--- src/rtl/custom_hls_ctrl_pkg.sv ---
// Shared definitions for the HLS kernel control master: register map,
// response code, AXI-lite attribute constants and the sequencer state encoding.
package custom_hls_ctrl_pkg;

  localparam logic [31:0] REG_CTRL = 32'h00;
  localparam logic [31:0] REG_GIE  = 32'h04;
  localparam logic [31:0] REG_IER  = 32'h08;
  localparam logic [31:0] REG_ISR  = 32'h0C;

  localparam logic [31:0] AP_START  = 32'h1;
  localparam logic [31:0] BIT_SET   = 32'h1;
  localparam logic [1:0]  RESP_OKAY = 2'b00;
  localparam logic [2:0]  AXI_PROT  = 3'b000;
  localparam logic [3:0]  AXI_STRB  = 4'hF;

  typedef enum logic [3:0] {
    IDLE,
    WR_ARG,
    WR_GIE,
    WR_IER,
    WR_START,
    WAIT,
    POLL_AR,
    POLL_R,
    WR_ISR,
    DONE
  } state_t;

  function automatic logic resp_bad(input logic [1:0] resp);
    return resp != RESP_OKAY;
  endfunction

endpackage

--- src/rtl/custom_hls_ctrl_axil_txn.sv ---
// Single-transaction AXI-lite engine: accepts one read or write request when
// idle and pulses ack together with the response on the final handshake.
module custom_hls_ctrl_axil_txn
  import custom_hls_ctrl_pkg::*;
(
  input  logic        clk,
  input  logic        rst_n,
  input  logic        req,
  input  logic        we,
  input  logic [31:0] req_addr,
  input  logic [31:0] req_data,
  output logic        idle,
  output logic        ack,
  output logic [1:0]  resp,
  output logic [31:0] rsp_data,
  output logic        awvalid,
  input  logic        awready,
  output logic [31:0] awaddr,
  output logic [2:0]  awprot,
  output logic        wvalid,
  input  logic        wready,
  output logic [31:0] wdata,
  output logic [3:0]  wstrb,
  input  logic        bvalid,
  output logic        bready,
  input  logic [1:0]  bresp,
  output logic        arvalid,
  input  logic        arready,
  output logic [31:0] araddr,
  output logic [2:0]  arprot,
  input  logic        rvalid,
  output logic        rready,
  input  logic [31:0] rdata,
  input  logic [1:0]  rresp
);

  logic        busy;
  logic        accept;
  logic        hs_aw, hs_w, hs_b, hs_ar, hs_r;
  logic [31:0] addr_q;
  logic [31:0] data_q;

  assign accept = req && !busy;
  assign hs_aw  = awvalid && awready;
  assign hs_w   = wvalid && wready;
  assign hs_b   = bvalid && bready;
  assign hs_ar  = arvalid && arready;
  assign hs_r   = rvalid && rready;

  // AW and W retire independently; B is only accepted once one of them has gone
  always_ff @(posedge clk or negedge rst_n) begin
    if (!rst_n) begin
      busy    <= 1'b0;
      awvalid <= 1'b0;
      wvalid  <= 1'b0;
      bready  <= 1'b0;
      arvalid <= 1'b0;
      rready  <= 1'b0;
    end else if (accept) begin
      busy    <= 1'b1;
      awvalid <= we;
      wvalid  <= we;
      arvalid <= !we;
    end else begin
      if (hs_aw) awvalid <= 1'b0;
      if (hs_w)  wvalid  <= 1'b0;
      if (hs_aw || hs_w) bready <= 1'b1;
      if (hs_b) begin
        bready <= 1'b0;
        busy   <= 1'b0;
      end
      if (hs_ar) begin
        arvalid <= 1'b0;
        rready  <= 1'b1;
      end
      if (hs_r) begin
        rready <= 1'b0;
        busy   <= 1'b0;
      end
    end
  end

  always_ff @(posedge clk) begin
    if (accept) begin
      addr_q <= req_addr;
      data_q <= req_data;
    end
  end

  assign idle     = !busy;
  assign ack      = hs_b || hs_r;
  assign resp     = rready ? rresp : bresp;
  assign rsp_data = rdata;

  assign awaddr = addr_q;
  assign araddr = addr_q;
  assign wdata  = data_q;
  assign wstrb  = AXI_STRB;
  assign awprot = AXI_PROT;
  assign arprot = AXI_PROT;

endmodule

--- src/rtl/custom_hls_ctrl_master.sv ---
// Launches an HLS kernel over its AXI-lite control slave: writes arguments, sets
// ap_start, then waits for ap_done. Define HLS_CTRL_IRQ_EN to wait on irq_i instead of polling.
`ifndef DEFINE_AXILITE_MASTER_PORTS
`define DEFINE_AXILITE_MASTER_PORTS(p) \
  output logic        ctrl_awvalid, \
  input  logic        ctrl_awready, \
  output logic [31:0] ctrl_awaddr, \
  output logic [2:0]  ctrl_awprot, \
  output logic        ctrl_wvalid, \
  input  logic        ctrl_wready, \
  output logic [31:0] ctrl_wdata, \
  output logic [3:0]  ctrl_wstrb, \
  input  logic        ctrl_bvalid, \
  output logic        ctrl_bready, \
  input  logic [1:0]  ctrl_bresp, \
  output logic        ctrl_arvalid, \
  input  logic        ctrl_arready, \
  output logic [31:0] ctrl_araddr, \
  output logic [2:0]  ctrl_arprot, \
  input  logic        ctrl_rvalid, \
  output logic        ctrl_rready, \
  input  logic [31:0] ctrl_rdata, \
  input  logic [1:0]  ctrl_rresp
`endif

module custom_hls_ctrl_master #(
  parameter logic [31:0] CTRL_BASE  = 32'h0000_0000,
  parameter int          NUM_ARGS   = 4,
  parameter logic [31:0] ARG_OFFSET = 32'h10,
  parameter int          POLL_GAP   = 8
) (
  input  logic                  clk_i,
  input  logic                  rst_ni,
  input  logic                  start_i,
  input  logic [NUM_ARGS*32-1:0] args_i,
  input  logic                  irq_i,
  output logic                  busy_o,
  output logic                  done_o,
  output logic                  error_o,
  `DEFINE_AXILITE_MASTER_PORTS(ctrl)
);

  import custom_hls_ctrl_pkg::*;

  localparam logic [3:0] LAST_ARG = 4'(NUM_ARGS - 1);

  state_t                  state, state_nxt;
  logic [3:0]              arg_idx;
  logic [NUM_ARGS*32-1:0]  args_q;
  logic                    error_q;

  logic        txn_req, txn_we, txn_idle, txn_ack, txn_bad;
  logic [31:0] txn_addr, txn_data, txn_rdata;
  logic [1:0]  txn_resp;
  logic        unused_sig;

  assign txn_bad = resp_bad(txn_resp);

`ifndef HLS_CTRL_IRQ_EN
  localparam logic [7:0] POLL_LAST = 8'(POLL_GAP - 1);
  logic [7:0] poll_cnt;

  always_ff @(posedge clk_i or negedge rst_ni) begin
    if (!rst_ni)
      poll_cnt <= 8'd0;
    else if (state == WAIT)
      poll_cnt <= (poll_cnt == POLL_LAST) ? 8'd0 : poll_cnt + 8'd1;
    else
      poll_cnt <= 8'd0;
  end
`endif

  always_comb begin
    state_nxt = state;
    txn_req   = 1'b0;
    txn_we    = 1'b1;
    txn_addr  = CTRL_BASE + REG_CTRL;
    txn_data  = AP_START;
    case (state)
      IDLE: if (start_i) state_nxt = WR_ARG;
      WR_ARG: begin
        txn_req  = 1'b1;
        txn_addr = CTRL_BASE + ARG_OFFSET + {26'd0, arg_idx, 2'b00};
        txn_data = args_q[arg_idx*32 +: 32];
        if (txn_ack) begin
          if (txn_bad)
            state_nxt = DONE;
          else if (arg_idx == LAST_ARG)
`ifdef HLS_CTRL_IRQ_EN
            state_nxt = WR_GIE;
`else
            state_nxt = WR_START;
`endif
        end
      end
      WR_GIE: begin
        txn_req  = 1'b1;
        txn_addr = CTRL_BASE + REG_GIE;
        txn_data = BIT_SET;
        if (txn_ack) state_nxt = txn_bad ? DONE : WR_IER;
      end
      WR_IER: begin
        txn_req  = 1'b1;
        txn_addr = CTRL_BASE + REG_IER;
        txn_data = BIT_SET;
        if (txn_ack) state_nxt = txn_bad ? DONE : WR_START;
      end
      WR_START: begin
        txn_req = 1'b1;
        if (txn_ack) state_nxt = txn_bad ? DONE : WAIT;
      end
      WAIT: begin
`ifdef HLS_CTRL_IRQ_EN
        if (irq_i) state_nxt = WR_ISR;
`else
        if (poll_cnt == POLL_LAST) state_nxt = POLL_AR;
`endif
      end
      POLL_AR: begin
        txn_req = 1'b1;
        txn_we  = 1'b0;
        if (txn_idle) state_nxt = POLL_R;
      end
      // ap_done lives in bit 1 of the control register
      POLL_R: if (txn_ack) state_nxt = (txn_bad || txn_rdata[1]) ? DONE : WAIT;
      WR_ISR: begin
        txn_req  = 1'b1;
        txn_addr = CTRL_BASE + REG_ISR;
        txn_data = BIT_SET;
        if (txn_ack) state_nxt = DONE;
      end
      DONE:    state_nxt = IDLE;
      default: state_nxt = IDLE;
    endcase
  end

  always_ff @(posedge clk_i or negedge rst_ni) begin
    if (!rst_ni) begin
      state   <= IDLE;
      arg_idx <= 4'd0;
      error_q <= 1'b0;
    end else begin
      state <= state_nxt;
      if (state == IDLE && start_i) begin
        arg_idx <= 4'd0;
        error_q <= 1'b0;
      end else if (state == WR_ARG && txn_ack && !txn_bad) begin
        arg_idx <= arg_idx + 4'd1;
      end
      if (txn_ack && txn_bad) error_q <= 1'b1;
    end
  end

  always_ff @(posedge clk_i) begin
    if (state == IDLE && start_i) args_q <= args_i;
  end

  assign busy_o  = (state != IDLE) && (state != DONE);
  assign done_o  = (state == DONE);
  assign error_o = error_q;

`ifdef HLS_CTRL_IRQ_EN
  assign unused_sig = ^{txn_rdata[31:2], txn_rdata[0]};
`else
  assign unused_sig = ^{txn_rdata[31:2], txn_rdata[0], irq_i};
`endif

  custom_hls_ctrl_axil_txn u_txn (
    .clk      (clk_i),
    .rst_n    (rst_ni),
    .req      (txn_req),
    .we       (txn_we),
    .req_addr (txn_addr),
    .req_data (txn_data),
    .idle     (txn_idle),
    .ack      (txn_ack),
    .resp     (txn_resp),
    .rsp_data (txn_rdata),
    .awvalid  (ctrl_awvalid),
    .awready  (ctrl_awready),
    .awaddr   (ctrl_awaddr),
    .awprot   (ctrl_awprot),
    .wvalid   (ctrl_wvalid),
    .wready   (ctrl_wready),
    .wdata    (ctrl_wdata),
    .wstrb    (ctrl_wstrb),
    .bvalid   (ctrl_bvalid),
    .bready   (ctrl_bready),
    .bresp    (ctrl_bresp),
    .arvalid  (ctrl_arvalid),
    .arready  (ctrl_arready),
    .araddr   (ctrl_araddr),
    .arprot   (ctrl_arprot),
    .rvalid   (ctrl_rvalid),
    .rready   (ctrl_rready),
    .rdata    (ctrl_rdata),
    .rresp    (ctrl_rresp)
  );

endmodule

--- config.mk ---
export PLATFORM = sky130hd
export DESIGN_NAME = custom_hls_ctrl_master
export DESIGN_NICKNAME = d
export VERILOG_FILES = /design/src/rtl/custom_hls_ctrl_pkg.sv /design/src/rtl/custom_hls_ctrl_axil_txn.sv /design/src/rtl/custom_hls_ctrl_master.sv
export SDC_FILE = /design/constraint.sdc
export NUM_CORES = 1
export LEC_CHECK = 0
export BUFFER_PORTS_ARGS = -buffer_cell sky130_fd_sc_hd__clkbuf_2
export CAP_MARGIN = 15
export CORE_MARGIN = 5
export CORE_UTILIZATION = 50
export DETAILED_ROUTE_END_ITERATION = 7
export PLACE_DENSITY_LB_ADDON = 0.1
export SETUP_SLACK_MARGIN = 0.15
export SYNTH_ARGS = -nofsm -noshare
export SYNTH_HDL_FRONTEND = slang
export SYNTH_SLANG_ARGS = --single-unit
export TNS_END_PERCENT = 20
--- constraint.sdc ---
create_clock -name clk_i -period 6.6 [get_ports clk_i]
set_input_delay 1.32 -clock clk_i [delete_from_list [all_inputs] [get_ports clk_i]]
set_output_delay 1.32 -clock clk_i [all_outputs]
set_load 0.02 [all_outputs]
# Word-level counts from Yosys, hierarchy flattened
# Index checks and enable logic that the tools add are counted.
# classes
shift	1
eq_ne	22
bitwise	1
muxes	39
addsub	3
reduce_logical	31
# ops
operator	count
$shiftx A128 B10 Y32	1
$mux W4	17
$pmux W4 S9	1
$pmux W7 S4	1
$mux W1	17
$eq A4 B3 Y1 const B	4
$mux W8	2
$ne A2 B2 Y1 const B	8
$reduce_bool A2 Y1	8
$eq A4 B2 Y1 const B	3
$logic_and A1 B1 Y1	11
$reduce_and A10 Y1	1
$add A8 B1 Y8 const B	1
$eq A4 B4 Y1 const B	2
$eq A8 B3 Y1 const B	1
$add A5 B6 Y7 const A	1
$reduce_or A6 Y1	1
$add A4 B1 Y4 const B	1
$eq A4 B1 Y1 const B	1
$logic_not A4 Y1	1
$ne A4 B4 Y1 const B	1
$reduce_and A2 Y1	2
$reduce_bool A4 Y1	1
$logic_or A1 B1 Y1	3
6 further kinds	7
# word_totals
regBits	215

# Longest topological paths before layout
# Gate-level depths: netlist of the first run.
# depth
depth_word	6
depth_mapped	8

# Cells and area by module
# Synthesis of the first run repeated with hierarchy kept, for this count alone.
# hier_totals
hier_cells	508
hier_area_um2	8763.4
# by_module_without_submodules
module	cells_per_inst	instances	seq_area_each_um2	area_per_inst_um2
custom_hls_ctrl_master	341	1	4269.1	5984.5
custom_hls_ctrl_axil_txn	167	1	2072.0	2778.9

# Worst setup path after synthesis of the first run
# OpenSTA, ideal clock, no wires.
# synth_path
kind	input to register
start	input start_i
end	register args_q[0] (enable)
stages	2
t_required_ns	6.061
slack_ns	1.019
t_arrival_ns	5.042
n_path_buf	1
cell_sequence	and3_1 clkbuf_1
# synth_via
elab_chain_len	1
# synth_lines
item	line_no	rtl
start, declared	custom_hls_ctrl_master.sv:34	input logic start_i,
$logic_and A1 B1 Y1	custom_hls_ctrl_master.sv:155	if (state == IDLE && start_i) args_q <= args_i;
end signal, assigned	custom_hls_ctrl_master.sv:155	
end, declared	custom_hls_ctrl_master.sv:49	logic [NUM_ARGS*32-1:0] args_q;
# Every way passes these cells.
# A chain may end at the register's enable or synchronous reset.

# Worst setup path in the final report of the first run
# layout_path
start	input start_i
end	register args_q[18] (enable)
# Same word-level chain as after synthesis.

==> metrics.md, run 1 <==
| Metric | Value |
|---|---|
| Post-DRT Antenna Nets | `0` |
| FMAX | `333.3 MHz` |
| First-pass GRT wire length | `24120 um` |
| Mux cell area share after synthesis | `9.807%` |
| Slew Limit Fails | `0` |
| Layout cells sized above 1 | `40.92%` |
| Gate Count Post-Synth | `475` |
| Routed WL | `15940 um` |
| Synth-to-layout area growth | `18.82%` |
| Yosys reg bits | `188` |
| Hold Path Depth | `1` |
| Worst min-delay path class | `reg -> reg` |
| Avg Cell Area, Syn | `16.65 um2` |
| Setup TNS | `0 ns` |
| Leak Pwr | `3.802 nW` |
| Arrival @ worst endpoint | `3.06 ns` |
| Ys Warns | `0` |
| CTS max path bufs | `2` |
| Share of the synthesized area in the top cell type | `62.64%` |
| Worst Setup Start Kind | `primary input` |
| CTS H-tree depth | `4` |
| Die Width | `135.8 um` |
| Most frequent cells after synthesis | `edfxtp_1 (165), buf_4 (70), and3_1 (34)` |
| Worst-skew pair later-pin latency | `0.43 ns` |
| Die Y | `135.8 um` |
| Worst path slowest cell | `and3_4` |
| Status | `completed` |
| Predominant post-synthesis flop cell | `edfxtp_1` |
| Largest net degree at the start of global routing | `84` |
| PwrDens | `433.0 mW/mm2` |
| Tot GR Track Use | `17.51%` |
| Peak VDD IR | `0.0002064 V` |
| R2R Path Start | `state[0]` |
| Worst r2r path cells | `3` |
| Util after Layout | `59.82%` |
| Critical Path Max Stage Delay | `0.91 ns` |
| Most frequent cell after synthesis | `edfxtp_1` |
| Post-CTS Resized | `0` |
| Vias | `4417` |
| XOR/XNOR Fraction of Synth Area | `1.091%` |
| CP delay by family, top | `simple AND/OR/NAND/NOR gates` |
| Worst R2R Setup Slack | `3.65 ns` |
| WS Path Type | `in -> reg` |
| Slew HR | `23.79%` |
| Clock skew | `0.01090 ns` |
| Reg clk slew, reported paths | `0.07 ns` |
| Pre-antenna DRT Iters | `5` |
| Main combinational cell family by area after synthesis | `multiplexers` |
| Reg2reg end | `args_q[18]` |
| Vias per cell | `4.974` |
| Critical Path, Cell by Cell | `clkbuf_2 > and3_4 > buf_4` |
| DRC viols | `0` |
| Synth Area in Adders | `0.7593%` |
| CTS Buf Count | `17` |
| Setup WS pre-CTS | `3.100 ns` |
| # port buffers | `190` |
| Unique cell type count in the Yosys netlist | `50` |
| Initial antenna violation count | `0` |
| CP max FO | `83` |
| Clock share of power | `24.6%` |
| Fin. Hold Viols | `0` |
| CTS sink cnt | `188` |
| Starting Density | `50.34%` |
| Compound-gate portion of the synthesized area | `2.990%` |
| Hold_buf cts | `0` |
| Final setup violation count | `0` |
| Req. time, crit path | `6.66 ns` |
| Worst path buffer plus inverter count | `2` |
| Sw Ratio | `33.06%` |
| Register area share after synthesis | `69.91%` |
| CP endpoint kind | `flop` |
| MaxCap Viol Count | `0` |
| Cell row count | `46` |
| Post-Synth Simple-Gate Area | `7.165%` |
| Routability congestion estimate | `0.8004` |
| Gr ovfl total | `0` |
| Nets@finish | `837` |
| Core area | `0.01571 mm2` |
| Combinational fraction of design power | `29.4%` |
| Sequential share of power | `46.0%` |
| I/O pin cnt | `287` |
| Crit path time final | `3.000 ns` |
| Setup WS post-layout | `3.600 ns` |
| Worst slew pin tran | `1.143 ns` |
| Async SR Flop Fraction | `12.23%` |
| Unrepaired setup endpoints after global routing | `false` |
| Worst hold endpoint | `poll_cnt[0]` |
| WL per Instance | `17.95 um` |
| HPWL Detailed | `10910 um` |
| CTS tree | `done` |
| P_sw | `1.346 mW` |
| Vias in the first global route | `4614` |
| Cell internal pwr | `2.724 mW` |
| DRT iter0 DRCs | `213` |
| Cell area after synthesis | `0.007910 mm2` |
| Main area contributors after synthesis | `edfxtp_1 (63%), mux4_2 (9.1%), dfrtp_1 (7.3%)` |
| Worst Min Path Start | `poll_cnt[0]` |
| CTS root buffer | `clkbuf_16` |
| Crit share post-route | `45.45%` |
| EDFF count, synth | `165` |
| Antenna fix cells | `0` |
| Post-synth top area cell | `edfxtp_1` |
| Postcts setup bufs | `0` |
| Die area | `0.01844 mm2` |
==> cells by family after synthesis <==
kind of cell	count (synthesis)
XOR/XNOR	9
buffers and inverters	97
AND/OR/NAND/NOR	103
multiplexers	37
other	2
flip-flops	188
adder cells (fa/ha/maj)	5
AO/OA/AOI/OAI	34
==> routing by layer <==
layer / part of all wire [%] / GRT usage, %
met3: 9.6 / 6.501
met4: 1.6 / 6.103
met1: 37 / 19.72
met5: 0 / 0
met2: 52 / 30.67
==> placed cells by master, fill, tap and decap left out, types with 4 or more instances in the layout <==
cell type,synthesis,layout
mux2_2,4,4
and3_1,34,33
edfxtp_1,165,165
clkbuf_2,0,190
xor2_1,5,5
inv_1,6,6
ha_1,4,4
a21oi_1,9,8
clkbuf_16,0,17
nor2_1,19,18
nand3_1,7,7
mux4_2,32,32
conb_1,2,64
inv_6,0,5
nand2_1,15,15
buf_4,70,4
o21ai_0,7,7
dfrtp_1,23,21
and2_1,4,4
nor3_1,6,6
==> state kept, by name, indices dropped and copies added, names as in the netlist <==
signal and cells:
args_q 128, u_txn.wdata 32, poll_cnt 8, u_txn.araddr 5
arg_idx 4, state 4, error_o 1, u_txn.arvalid 1
u_txn.awvalid 1, u_txn.bready 1, u_txn.busy 1, u_txn.rready 1
u_txn.wvalid 1
==> through the flow <==
stage                     cells  hold WS, ns  cell area [um2]  power (mW)
after floorplan             537       0.4251             8143       2.777
after global placement      856       0.4405             8791       3.078
after detailed placement    856       0.4513             8791       3.115
after CTS                   887       0.4596             9371       4.122
after global routing        888       0.4922             9399       4.283
final                       888       0.4593             9399       4.070
==> worst max-delay path by stage <==
stage	from	end	slack, ns	cells past startpoint
floorplan	start_i	args_q[0]	1.02	2
global placement	start_i	args_q[81]	3.18	3
detailed placement	start_i	args_q[113]	3.10	3
CTS	start_i	args_q[34]	3.56	3
global route	state[0]	args_q[41]	3.42	3
finish	start_i	args_q[18]	3.60	3
==> layout make-up <==
| cell class | instances | area [um2] |
|---|---|---|
| multi-input combinational | 252 | 1984 |
| clock inverter | 14 | 155.1 |
| tap | 216 | 270.3 |
| inverter | 6 | 22.52 |
| fill | 1254 | 6314 |
| clock buffer | 17 | 425.4 |
| sequential | 188 | 5533 |
| timing repair buffer | 195 | 1008 |
==> power groups by stage <==
stage	clock (mW)	sequential [mW]	combinational, mW
2_1_floorplan	0	2.00	0.780
3_3_place_gp	0	1.89	1.19
3_5_place_dp	0	1.90	1.21
4_1_cts	1.03	1.88	1.22
5_1_grt	1.08	1.91	1.30
6_report	1.00	1.87	1.20
(Power assumes the default switching activity.)
==> run 2, diff against run 1 <==
CORE_UTILIZATION = 45   (was 50)
clock period = 2.7 ns   (was 6.6 ns; I/O delays follow)
==> metrics.md, run 2 (same netlist as run 1, synthesis figures left out) <==
| Metric | Value |
|---|---|
| Status | `completed (unchanged)` |
| Crit share post-route | `82.52%` |
| Placed insts | `871 (was 856)` |
| Post-DRT Antenna Nets | `0 (unchanged)` |
| Routed WL | `16000 um (was 15940 um)` |
| Worst path slowest cell | `dfrtp_1 (was and3_4)` |
| Largest net degree at the start of global routing | `60 (was 84)` |
| Initial antenna violation count | `0 (unchanged)` |
| Req. time, crit path | `2.16 ns (was 6.66 ns)` |
| Most flop-heavy register | `args_q (unchanged)` |
| Vias per cell | `4.810 (was 4.974)` |
| Vias in the first global route | `4576 (was 4614)` |
| Fin cells | `903 (was 888)` |
| Die Width | `142.6 um (was 135.8 um)` |
| Die area | `0.02033 mm2 (was 0.01844 mm2)` |
| CP endpoint kind | `output pin (was flop)` |
| Reg2reg end | `state[0] (was args_q[18])` |
| Largest register FFs | `128 (unchanged)` |
| Antenna fix cells | `0 (unchanged)` |
| WS Path Type | `reg -> out (was in -> reg)` |
| Unrepaired setup endpoints after global routing | `false (unchanged)` |
| Worst path buffer plus inverter count | `1 (was 2)` |
| # port buffers | `190 (unchanged)` |
| Crit path time final | `2.228 ns` |
| Postcts setup bufs | `0 (unchanged)` |
| Peak VDD IR | `0.0005470 V (was 0.0002064 V)` |
| Arrival @ worst endpoint | `1.69 ns (was 3.06 ns)` |
| Critical Path Max Stage Delay | `0.60 ns (was 0.91 ns)` |
| MaxCap Viol Count | `0 (unchanged)` |
| Layout cells sized above 1 | `41.59% (was 40.92%)` |
| Multi-input logic area | `0.001984 mm2 (unchanged)` |
| Critical Path, Cell by Cell | `nand2b_1 > nor2_1 > clkbuf_2 (was clkbuf_2 > and3_4 > buf_4)` |
| Vias | `4343 (was 4417)` |
| Slew HR | `60.11% (was 23.79%)` |
| Crit path launch | `state[1] (was start_i)` |
| Fillers | `1424 (was 1254)` |
| WL per Instance | `17.71 um (was 17.95 um)` |
| Hold_buf cts | `0 (unchanged)` |
| Starting Density | `45.73% (was 50.34%)` |
| FMAX | `448.8 MHz` |
| Gr ovfl total | `0 (unchanged)` |
| R2R Path Start | `state[2] (was state[0])` |
| FF/Latch Area | `0.005533 mm2 (unchanged)` |
| CP max FO | `20 (was 83)` |
| Most frequent cells in the layout | `clkbuf_2 (190), edfxtp_1 (165), conb_1 (64) (unchanged)` |
| Leak Pwr | `3.856 nW (was 3.802 nW)` |
| I/O pin cnt | `287 (unchanged)` |
| Synth-to-layout area growth | `20.37% (was 18.82%)` |
| Util after Layout | `55.05% (was 59.82%)` |
| CTS root buffer | `clkbuf_16 (unchanged)` |
| CTS sink cnt | `188 (unchanged)` |
| First-pass GRT wire length | `24540 um (was 24120 um)` |
| Worst-skew pair later-pin latency | `0.43 ns (about the same)` |
| HPWL Detailed | `11010 um (was 10910 um)` |
| DRC viols | `0 (unchanged)` |
| Core area | `0.01730 mm2 (was 0.01571 mm2)` |
| CTS Buf Count | `17 (unchanged)` |
| Final Hold Slack | `0.1036 ns (was 0.4593 ns)` |
| Cell row count | `48 (was 46)` |
| CTS max path bufs | `2 (unchanged)` |
| Reg clk slew, reported paths | `0.07 ns (about the same)` |
| Die Y | `142.6 um (was 135.8 um)` |
| Worst min-delay path class | `in -> async (was reg -> reg)` |
| CP delay by family, top | `flip-flops (was simple AND/OR/NAND/NOR gates)` |
| Worst R2R Setup Slack | `0.51 ns (was 3.65 ns)` |
| Pre-antenna DRT Iters | `4 (was 5)` |
| Routability congestion estimate | `0.7745 (was 0.8004)` |
| Worst Setup Start Kind | `flop (was primary input)` |
| Final setup violation count | `0 (unchanged)` |
| Cell Area, Placed | `0.008885 mm2 (was 0.008791 mm2)` |
| CTS tree | `done (unchanged)` |
| Most common cell after layout, fill and taps aside | `clkbuf_2 (unchanged)` |
| Setup TNS | `0 ns (unchanged)` |
| CTS H-tree depth | `4 (unchanged)` |
| Tot GR Track Use | `16.00% (was 17.51%)` |
| PwrDens | `1068 mW/mm2 (was 433.0 mW/mm2)` |
| Slew Limit Fails | `0 (unchanged)` |
| DRT iter0 DRCs | `239 (was 213)` |
| Final instance area | `0.009522 mm2 (was 0.009399 mm2)` |
| Worst slew pin tran | `0.5983 ns (was 1.143 ns)` |
| Post-CTS Resized | `0 (unchanged)` |
| Worst r2r path cells | `5 (was 3)` |
| Nets@finish | `842 (was 837)` |
| Fin. Hold Viols | `0 (unchanged)` |
| Clock skew | `0.008301 ns (was 0.01090 ns)` |
[run 2: cell count changes in the layout (fill, tap and decap cells not counted), moves of 3 or more]
cell,previous run,this run
clkinv_8,0,5
buf_12,0,3
inv_6,5,2
buf_4,4,7
[run 2: metrics by stage]
step	total power, mW	setup WS (ns)
6_report	10.17	0.4718
5_1_grt	10.73	0.3435
4_1_cts	10.32	0.4435
3_5_place_dp	7.706	0.5379
3_3_place_gp	7.644	0.5458
2_1_floorplan	6.732	0.2641
[run 2: layer usage]
layer | share of wire [%] | wire [um] | global-route usage (%) | vias to the layer above
li1 | - | - | - | 2049
met1 | 39 | 6287 | 19.54 | 2100
met2 | 51 | 8101 | 26.85 | 178
met3 | 9.1 | 1458 | 5.948 | 16
met4 | 0.93 | 148 | 4.502 | 0
met5 | 0 | 0 | 0 | -
[run 2: layout make-up]
| class | count | area share, % |
|---|---|---|
| flip-flops and latches | 188 | 58.11 |
| multi-input cells | 252 | 20.84 |
| repair buffers | 200 | 11.17 |
| clock buffers | 17 | 4.468 |
| well taps | 225 | 2.957 |
| clock inverters | 15 | 2.221 |
| inverters | 6 | 0.2365 |
[run 2: worst max-delay path by stage]
stage	to	slack [ns]	depth (start not counted)
after CTS	done_o	0.44	3
after detailed placement	state[0]	0.54	5
after floorplan	args_q[0]	0.26	5
after global placement	state[3]	0.55	5
final	done_o	0.47	3
after global routing	done_o	0.34	3
[run 2: power breakdown]
group / switching [mW] / internal (mW) / leakage, nW / total (mW)
registers: 0.325 / 4.13 / 1.82 / 4.46
clock network: 1.24 / 1.36 / 0.304 / 2.60
logic: 1.89 / 1.23 / 1.73 / 3.11
total: 3.45 / 6.72 / 3.86 / 10.2
==> run 3, diff against run 2 <==
CORE_UTILIZATION = 50   (was 45)
clock period = 2.23 ns   (was 2.7 ns; I/O delays follow)
==> metrics.md, run 3 (same netlist as run 1, synthesis figures left out) <==
| Metric | Value |
|---|---|
| CTS root buffer | `clkbuf_16 (unchanged)` |
| Reg clk slew, reported paths | `0.07 ns (about the same)` |
| Peak VDD IR | `0.0006812 V (was 0.0005470 V)` |
| Pre-antenna DRT Iters | `4 (unchanged)` |
| Layout cells sized above 1 | `42.57% (was 41.59%)` |
| Arrival @ worst endpoint | `1.57 ns (was 1.69 ns)` |
| CTS Buf Count | `17 (unchanged)` |
| Routed WL | `15520 um (was 16000 um)` |
| P_sw | `4.053 mW (was 3.453 mW)` |
| Slew HR | `59.84% (was 60.11%)` |
| Req. time, crit path | `1.78 ns (was 2.16 ns)` |
| Final setup violation count | `0 (unchanged)` |
| FF/Latch Area | `0.005537 mm2 (was 0.005533 mm2)` |
| Post-DRT Antenna Nets | `0 (unchanged)` |
| Most common cell after layout, fill and taps aside | `clkbuf_2 (unchanged)` |
| Gr ovfl total | `0 (unchanged)` |
| # port buffers | `190 (unchanged)` |
| Vias per cell | `4.900 (was 4.810)` |
| Die area | `0.01844 mm2 (was 0.02033 mm2)` |
| Die Y | `135.8 um (was 142.6 um)` |
| Nets@finish | `850 (was 842)` |
| Multi-input logic area | `0.001989 mm2 (was 0.001984 mm2)` |
| Crit path time final | `2.013 ns` |
| Status | `completed (unchanged)` |
| PwrDens | `1292 mW/mm2 (was 1068 mW/mm2)` |
| DRC viols | `0 (unchanged)` |
| Synth-to-layout area growth | `21.01% (was 20.37%)` |
| DRT iter0 DRCs | `177 (was 239)` |
| HPWL Detailed | `11020 um (was 11010 um)` |
| Fin. Hold Viols | `0 (unchanged)` |
| Vias in the first global route | `4552 (was 4576)` |
| CP max FO | `14 (was 20)` |
| Clock share of power | `24.8% (was 25.6%)` |
| CP endpoint kind | `output pin (unchanged)` |
| Core area | `0.01571 mm2 (was 0.01730 mm2)` |
| Sequential share of power | `43.4% (was 43.8%)` |
| CP delay by family, top | `buffers and inverters (was flip-flops)` |
| Die Width | `135.8 um (was 142.6 um)` |
| Leak Pwr | `3.895 nW (was 3.856 nW)` |
| WS Path Type | `reg -> out (unchanged)` |
| Worst min-delay path class | `in -> async (unchanged)` |
| Combinational fraction of design power | `31.9% (was 30.6%)` |
| WL per Instance | `17.21 um (was 17.71 um)` |
| Largest register FFs | `128 (unchanged)` |
| Initial antenna violation count | `0 (unchanged)` |
| Worst Setup Start Kind | `flop (unchanged)` |
| Critical Path, Cell by Cell | `buf_4 > inv_1 > nand2_1 > nor2_1 > clkbuf_2 (was nand2b_1 > nor2_1 > clkbuf_2)` |
| Clock skew | `0.01076 ns (was 0.008301 ns)` |
| CTS H-tree depth | `4 (unchanged)` |
| Worst path buffer plus inverter count | `3 (was 1)` |
| Largest net degree at the start of global routing | `54 (was 60)` |
| Slew Limit Fails | `0 (unchanged)` |
| Cell internal pwr | `8.318 mW (was 6.719 mW)` |
| Starting Density | `50.34% (was 45.73%)` |
| Worst path slowest cell | `dfrtp_1 (unchanged)` |
| CTS tree | `done (unchanged)` |
| Setup WS post-layout | `0.2173 ns (was 0.4718 ns)` |
| Most frequent cells in the layout | `clkbuf_2 (190), edfxtp_1 (165), conb_1 (64) (unchanged)` |
| Crit share post-route | `90.26%` |
| Critical Path Max Stage Delay | `0.42 ns (was 0.60 ns)` |
| FMAX | `496.8 MHz` |
| Cell row count | `46 (was 48)` |
| Worst slew pin tran | `0.6024 ns (was 0.5983 ns)` |
| Tot GR Track Use | `17.11% (was 16.00%)` |
| Sw Ratio | `32.76% (was 33.94%)` |
| MaxCap Viol Count | `0 (unchanged)` |
| Most flop-heavy register | `args_q (unchanged)` |
| Antenna fix cells | `0 (unchanged)` |
| CTS max path bufs | `2 (unchanged)` |
| Final Hold Slack | `0.01314 ns (was 0.1036 ns)` |
| Unrepaired setup endpoints after global routing | `true (was false)` |
| Vias | `4420 (was 4343)` |
| Power Total | `12.37 mW (was 10.17 mW)` |
| First-pass GRT wire length | `23630 um (was 24540 um)` |
| Setup WS pre-CTS | `0.1577 ns (was 0.5379 ns)` |
| I/O pin cnt | `287 (unchanged)` |
| CTS sink cnt | `188 (unchanged)` |
| Worst-skew pair later-pin latency | `0.43 ns (about the same)` |
| Fillers | `1185 (was 1424)` |
| Routability congestion estimate | `0.8174 (was 0.7745)` |
| Setup TNS | `0 ns (unchanged)` |
| Util after Layout | `60.92% (was 55.05%)` |
-- run 3: cell count changes in the layout (fill, tap and decap cells not counted), moves of 2 or more --
| cell | before | now |
|---|---|---|
| inv_8 | 3 | 6 |
| dfrtp_2 | 2 | 5 |
| clkinv_4 | 1 | 3 |
| dfrtp_1 | 21 | 18 |
| inv_12 | 2 | 0 |
| clkinv_8 | 5 | 0 |
| buf_12 | 3 | 5 |
| buf_4 | 7 | 13 |
-- run 3: layer usage --
layer  GRT usage, %  wire length, um
met5              0                0
met4          5.095              218
met3          5.795             1403
met2          29.45             7931
met1          20.52             5967
-- run 3: per-stage QoR --
step / std cells / area [um2]
3_3_place_gp: 868 / 8949
5_1_grt: 902 / 9572
6_report: 902 / 9572
2_1_floorplan: 537 / 8153
3_5_place_dp: 868 / 8949
4_1_cts: 900 / 9555
-- run 3: final cells by class --
| cell class | count | share of cell area (%) |
|---|---|---|
| Sequential cell | 188 | 57.84 |
| Multi-Input combinational cell | 252 | 20.78 |
| Timing Repair Buffer | 208 | 12.00 |
| Clock buffer | 18 | 4.484 |
| Tap cell | 216 | 2.824 |
| Clock inverter | 14 | 1.830 |
| Inverter | 6 | 0.2353 |
-- run 3: what timing repair did --
item / 4_1_cts / 5_1_grt
gates cloned: 0 / 0
buffers inserted: 0 / 2
gates resized for setup: 2 / 1
setup endpoints to repair: 1 / 8
hold buffers: 0 / 0
-- run 3: worst paths after layout --
check                       startpoint           end  slack [ns]  cells after the start
setup / recovery              state[2]        done_o        0.22                      5
hold / removal                  rst_ni  u_txn.wvalid        0.01                      1
setup reg to reg              state[2]      state[1]        0.26                      6
hold reg to reg            poll_cnt[0]   poll_cnt[0]        0.45                      1
max in group asynchronous       rst_ni      state[0]        1.78                      1
min in group clk_i         args_i[124]   args_q[124]        0.18                      1
-- run 3: power by group through the flow --
stage / combinational, mW / sequential [mW] / clock [mW]
detailed placement: 3.98 / 5.46 / 0
floorplan: 2.32 / 5.83 / 0
finish: 3.94 / 5.37 / 3.06
global placement: 3.93 / 5.42 / 0
global route: 4.28 / 5.45 / 3.28
CTS: 3.99 / 5.39 / 3.13
